[src/rtl/tone_gen.sv]
// Programmable square-wave tone generator on the 8-bit I/O bus.
// Half-period divider, timed bursts in TICK_CYCLES units, busy/done status.
module tone_gen #(
   parameter int DIV_W       = 16,
   parameter int TICK_CYCLES = 1000,
   parameter int DUR_W       = 8
) (
   input  logic       clk_in,
   input  logic       rst_n,
   input  logic       CS_N,
   input  logic       IOW_N,
   input  logic [1:0] addr,
   input  logic [7:0] din,
   output logic       tone_out,
   output logic       busy,
   output logic       done
);

   localparam int TICK_W = (TICK_CYCLES > 1) ? $clog2(TICK_CYCLES) : 1;
   localparam logic [TICK_W-1:0] TICK_LAST = TICK_W'(TICK_CYCLES - 1);

   typedef enum logic {IDLE, RUN} state_t;

   typedef struct packed {
      logic       stb;
      logic [1:0] addr;
      logic [7:0] data;
   } wr_req_t;

   state_t            state;
   logic              wr_act, wr_act_d;
   wr_req_t           req;
   logic [DIV_W-1:0]  div_reg, div_cnt;
   logic [DUR_W-1:0]  dur_reg, dur_cnt;
   logic [TICK_W-1:0] tick_cnt;
   logic              mode;
   logic              ctrl_wr, tick_wrap;

   // One commit per strobe assertion: only the first cycle of a held strobe counts.
   always_comb begin
      wr_act    = ~CS_N & ~IOW_N;
      req.stb   = wr_act & ~wr_act_d;
      req.addr  = addr;
      req.data  = din;
      ctrl_wr   = req.stb && (req.addr == 2'd3);
      tick_wrap = (tick_cnt == TICK_LAST);
   end

   always_ff @(posedge clk_in or negedge rst_n) begin
      if (!rst_n) begin
         state    <= IDLE;
         wr_act_d <= 1'b0;
         div_reg  <= '0;
         dur_reg  <= '0;
         div_cnt  <= '0;
         dur_cnt  <= '0;
         tick_cnt <= '0;
         mode     <= 1'b0;
         tone_out <= 1'b0;
         busy     <= 1'b0;
         done     <= 1'b0;
      end else begin
         wr_act_d <= wr_act;
         done     <= 1'b0;

         if (req.stb) begin
            unique case (req.addr)
               2'd0: div_reg[7:0]       <= req.data;
               2'd1: div_reg[DIV_W-1:8] <= req.data[DIV_W-9:0];
               2'd2: dur_reg            <= req.data[DUR_W-1:0];
               2'd3: mode               <= req.data[1];
            endcase
         end

         // A ctrl write overrides whatever the running burst would do this edge.
         if (ctrl_wr) begin
            tone_out <= 1'b0;
            if (req.data[0]) begin
               div_cnt  <= '0;
               tick_cnt <= '0;
               dur_cnt  <= dur_reg;
               if (req.data[1] && (dur_reg == '0)) begin
                  state <= IDLE;
                  busy  <= 1'b0;
                  done  <= 1'b1;
               end else begin
                  state <= RUN;
                  busy  <= 1'b1;
               end
            end else begin
               state <= IDLE;
               busy  <= 1'b0;
            end
         end else if (state == RUN) begin
            if (div_cnt == div_reg) begin
               div_cnt  <= '0;
               tone_out <= ~tone_out;
            end else begin
               div_cnt <= div_cnt + 1'b1;
            end

            if (mode) begin
               tick_cnt <= tick_wrap ? '0 : tick_cnt + 1'b1;
               if (tick_wrap) begin
                  if (dur_cnt == DUR_W'(1)) begin
                     state    <= IDLE;
                     busy     <= 1'b0;
                     tone_out <= 1'b0;
                     done     <= 1'b1;
                  end else begin
                     dur_cnt <= dur_cnt - 1'b1;
                  end
               end
            end
         end
      end
   end

endmodule

[config.mk]
export PLATFORM = sky130hd
export DESIGN_NAME = tone_gen
export DESIGN_NICKNAME = d
export VERILOG_FILES = /design/src/rtl/tone_gen.sv
export SDC_FILE = /design/constraint.sdc
export NUM_CORES = 1
export LEC_CHECK = 0
export BUFFER_PORTS_ARGS = -buffer_cell sky130_fd_sc_hd__buf_2
export CAP_MARGIN = 20
export CORE_MARGIN = 2
export CORE_UTILIZATION = 53
export CTS_BUF_LIST = sky130_fd_sc_hd__clkbuf_4
export DETAILED_ROUTE_END_ITERATION = 8
export HOLD_SLACK_MARGIN = 0.03
export PLACE_DENSITY = 0.69
export SYNTH_ARGS = -nofsm -noshare
export SYNTH_HDL_FRONTEND = slang
export SYNTH_SLANG_ARGS = --single-unit
[constraint.sdc]
create_clock -name clk_in -period 4.6 [get_ports clk_in]
set_input_delay 0.46 -clock clk_in [delete_from_list [all_inputs] [get_ports clk_in]]
set_output_delay 0.46 -clock clk_in [all_outputs]
set_load 0.05 [all_outputs]
Word level (Yosys, flattened, before mapping)
Cells that the tools add are included.
W data, S select, Z words.
- bits in registers: 64
- input port bits: 14
- output and inout port bits: 3
- logic and storage cells: 85
- add/sub/neg operators: 3
- eq/ne operators: 8
- multiplexer cells: 40
- bitwise operators: 6
- reduce and logical (&&, ||, !) cells: 16
- operators with widths (operator ; number):
    $mux W16 ; 4
    $mux W10 ; 5
    $mux W8 ; 6
    $mux W1 ; 25
    $add A16 B1 Y16 const B ; 1
    $eq A16 B16 Y1 ; 1
    $add A10 B1 Y10 const B ; 1
    $eq A10 B10 Y1 const B ; 1
    $reduce_and A2 Y1 ; 5
    $eq A8 B1 Y1 const B ; 1
    $logic_not A8 Y1 ; 1
    $reduce_bool A2 Y1 ; 4
    $sub A8 B1 Y8 const B ; 1
    $reduce_and A5 Y1 ; 1
    $eq A2 B2 Y1 const B ; 2
    $ne A2 B2 Y1 const B ; 2
    $not A1 Y1 ; 4
    $reduce_and A4 Y1 ; 1
    $reduce_and A3 Y1 ; 1
    $and A1 B1 Y1 ; 2
    $eq A2 B1 Y1 const B ; 1
    $logic_and A1 B1 Y1 ; 2
    $logic_not A2 Y1 ; 1

Longest topological paths before layout
- word-level depth: 7
- depth in mapped cells: 7
- gate-level depth less buffers: 7

Worst setup path after synthesis
OpenSTA, ideal clock, no wires.
- path type: input -> register
- from: input port IOW_N
- to: register tick_cnt[8]
- setup time: 0.078 ns
- data arrival time: 1.998 ns
- data required time: 4.522 ns
- path slack: 2.524 ns
- stages: 5
- path buffers: 0
- cell sequence: or4b_4 > nor3_4 > nor2_2 > or4_4 > a21oi_2
- word-level cells in the longest chain between the ends: 6
- elaborated cells on any way between the ends: 9
- those cells by class: eq/ne (1); mux (1); bitwise (3); reduce/logical (4)
- ends and longest elaborated chain (what ; line ; source):
    start, declared ; 11 ; input logic IOW_N,
    $not A1 Y1 * ; 41 ; wr_act = ~CS_N & ~IOW_N;
    $and A1 B1 Y1 * ; 41 ;
    $and A1 B1 Y1 * ; 42 ; req.stb = wr_act & ~wr_act_d;
    $logic_and A1 B1 Y1 * ; 45 ; ctrl_wr = req.stb && (req.addr == 2'd3);
    $ne A2 B2 Y1 (no line) or $reduce_bool A2 Y1 (tied branches) ; -- ;
    $reduce_and A3 Y1 (no line) ; -- ;
    end signal, assigned ; 103 ; tick_cnt <= tick_wrap ? '0 : tick_cnt + 1'b1;
    end, declared ; 35 ; logic [TICK_W-1:0] tick_cnt;
Every way passes the cells marked *; elsewhere a longest branch is shown, timed or not.
A chain may end at the register's enable or synchronous reset.

Final worst setup path
- from: register div_cnt[4]
- to: register div_cnt[15]
- word-level cells in the longest chain between the ends: 4
- elaborated cells on any way between the ends: 5
- those cells by class: add/sub (1); eq/ne (1); mux (3)
- ends and longest elaborated chain (what ; line ; source):
    start, declared ; 33 ; logic [DIV_W-1:0] div_reg, div_cnt;
    start signal, assigned ; 99 ; div_cnt <= div_cnt + 1'b1;
    $add A16 B1 Y16 or $eq A16 B16 Y1 (tied branches) ; 99, 95 ;
    $mux W16 * ; 95 ; if (div_cnt == div_reg) begin
    $mux W16 * ; 94 ; end else if (state == RUN) begin
    $mux W16 * ; 76 ; if (ctrl_wr) begin
Every way passes the cells marked *; elsewhere a longest branch is shown, timed or not. The select of a mux whose other input is x is not followed.

==> impl_metrics.csv <==
group,metric,value,unit
worst_setup_path,cpPeakStageDelay,850,ps
cts,clockBufferDepth,2,
die,ios,17,
sta,final.setup_skew,9.45,ps
synthesis,seq_area_frac_synth,47.4,%
die,die_area,0.00703,mm^2
cts,cts.sinks,64,
synthesis,synthCells,328,
sta,timing.final.crit_period,2850,ps
finish,diodes,0,
cts,clock_latency,420,ps
routing,drtIter0Drc,205,
sta,fin_setup_tns,0,ps
finish,syn_to_final_growth,8.74,%
worst_setup_path,path_cells,"xor2_1 > nor4_1 > nand4_1 > and4_1 > a211o_1",
sta,hold_viol,0,
die,core_area,0.00624,mm^2
placement,dp.cells,410,
routing,firstDrtPassIters,4,
power,power.total,0.00151,W
worst_setup_path,critPathKind,"reg2reg",
synthesis,netlist.area_leader.share,47.4,%
finish,drive_gt1_share,18.9,%
synthesis,ys.warnings.count,0,
routing,drc,0,
routing,routed_wl,7630,um
global_route,grt_antenna_before_repair,0,
status,outcome,"finished clean",
placement,post-dp-hpwl,5410,um
global_route,grt.overflow.total,0,
synthesis,synthSimpleGateAreaFrac,19.5,%
sta,finalSetupViolations,0,
sta,finalCritPeriodShare,62.0,%
worst_setup_path,critPathArrivalTime,3170,ps
synthesis,synthAdderAreaFrac,1.48,%
synthesis,synth_flop_cell,"dfrtp_1",
worst_setup_path,end_kind,"flop",
power,leakage,1.63,nW
synthesis,synth-compound-area-share,14.5,%
synthesis,synth_area,0.00338,mm^2
die,start_util,54.1,%
die,die_x,83.8,um
worst_setup_path,cp_slowest_cell,"nand4_1",
worst_setup_path,regToRegSetupSlack,1750,ps
cts,cts_tree,"yes",
sta,grt_setup_unrepaired,"false",
synthesis,ys_top_cells_by_area,"dfrtp_1 47%, mux2_2 7.7%, xor2_1 4.9%",
routing,routedWlPerCell,17.9,um
worst_setup_path,cp_num_cells,5,
routing,postRouteAntennaNets,0,
die,fp.dieH,83.8,um
global_route,grt_max_degree,65,
cts,clk_root_buffer_cell,"clkbuf_4",
synthesis,yosysUniqueCellTypes,51,
routing,via_per_inst,6.31,
finish,final_common_cell,"dfrtp_1",
finish,final_nets,362,
worst_setup_path,path_max_fanout,24,
sta,slew_violations,0,
synthesis,synthesis.nets,346,
placement,place_congestion,0.870,
worst_setup_path,crit_family,"simple AND/OR/NAND/NOR gates",
cts,ctsResizeCount,0,
synthesis,synth_edf_count,0,
sta,tightestPinTransition,1030,ps
worst_setup_path,reg2reg_depth,5,
cts,post-cts-setup-buffers,0,
worst_setup_path,setup.worst_path.start,"div_cnt[4]$_DFFE_PN0P_",
worst_setup_path,crit_required,4910,ps
placement,io_buffers,16,
sta,fmax,351,MHz
run,max-cap-violations,0,
cts,cts_made_buffers,9,
global_route,grt_pass1_wl,13000,um
synthesis,synth_top_family_by_area,"simple AND/OR/NAND/NOR gates",
synthesis,synth_seq_cells,64,
die,rows,29,
power,ir_worst_vdd,0.000267,V
routing,vias,2689,
cts,path_clk_slew,110,ps
finish,stdcell_count,426,
power,pwr_density_cell,410,mW/mm^2
worst_setup_path,critPathBufInv,0,
sta,relSlewSlack,31.0,%
worst_setup_path,r2r_start,"div_cnt[4]$_DFFE_PN0P_",
global_route,grt_pass1_vias,2522,
synthesis,async_reset_ff_share,100,%
global_route,grt_usage,23.5,%
cts,hold_buffers,0,
cts,h-tree-depth,3,
synthesis,muxShareOfSynthArea,9.15,%
finish,layout_common_cells,"64 x dfrtp_1, 23 x mux2_2, 21 x nand2_1",
synthesis,synth_top_cell_by_area,"dfrtp_1",
synthesis,synth-xor-area-share,5.19,%
worst_setup_path,startpoint_type,"flop",
synthesis,postSynthAreaPerCell,10.3,um^2
worst_hold_path,hold_path_class,"in2async",
## per-layer routing
metal  part of all wire [%]  global-route usage [%]
met4                    1.8                    9.68
met1                     49                    37.1
met2                     44                    31.8
met3                    5.2                    3.96
met5                      0                       0
## report_power, final
| part | switching, W | internal (W) | total (W) |
|---|---|---|---|
| sequential | 0.000112 | 0.000663 | 0.000774 |
| clock | 0.000211 | 0.000216 | 0.000427 |
| combinational | 0.000165 | 0.000141 | 0.000306 |
| total | 0.000487 | 0.00102 | 0.00151 |
## through the flow
stage	instance area (um^2)	setup slack (ps)	utilization, %	hold WS, ps
final	3670	1750	58.9	203
after global routing	3670	1590	58.9	237
after CTS	3670	1790	58.9	208
after detailed placement	3520	1730	56.4	501
after global placement	3520	1790	56.4	488
after floorplan	3380	2520	-	164
## logic make-up (layout without fill, tap and decap cells)
logic type               Yosys count  count (layout)
AO/OA/AOI/OAI                     70              70
buffers and inverters             25              46
XOR/XNOR                          20              20
multiplexers                      28              28
flip-flops                        64              64
adder cells (fa/ha/maj)            4               4
AND/OR/NAND/NOR                  117             117
## area by class of cell
cell class	instances	area, um^2
fill	545	2570
multi-input combinational	239	1680
sequential	64	1600
tap	77	96.3
timing repair buffer	18	95.1
clock inverter	7	86.3
clock buffer	9	67.6
inverter	12	45.0
## worst paths after layout
kind                                                 to
worst max-delay path            div_cnt[15]$_DFFE_PN0P_
worst min-delay path             dur_cnt[4]$_DFFE_PN0P_
worst max register to register  div_cnt[15]$_DFFE_PN0P_
worst min register to register   dur_cnt[7]$_DFFE_PN0P_
max in group asynchronous        div_cnt[3]$_DFFE_PN0P_
min in group clk_in                  wr_act_d$_DFF_PN0_
## worst reg2reg max path, stage by stage (launching register included)
cell     delay (ps)
dfrtp_1         490
xor2_1          200
nor4_1          370
nand4_1         850
and4_1          560
a211o_1         260
## Yosys cell counts (3+ instances only)
library cell and n:
nor4_1 8, nand4_1 11, or3_1 4, clkbuf_1 12
nor3b_1 4, a211oi_1 3, o21ai_0 19, nand3_1 20
a31o_2 4, a31oi_1 7, o32ai_1 3, nor2_1 13
ha_1 4, a22oi_1 4, nand2_1 21, inv_1 12
and3_1 11, o22ai_1 3, and4_1 3, nor3_1 8
o31ai_1 5, dfrtp_1 64, a21oi_1 7, mux2i_1 5
xor2_1 19, mux2_2 23
No activity file was read; power rests on OpenSTA's default activity.
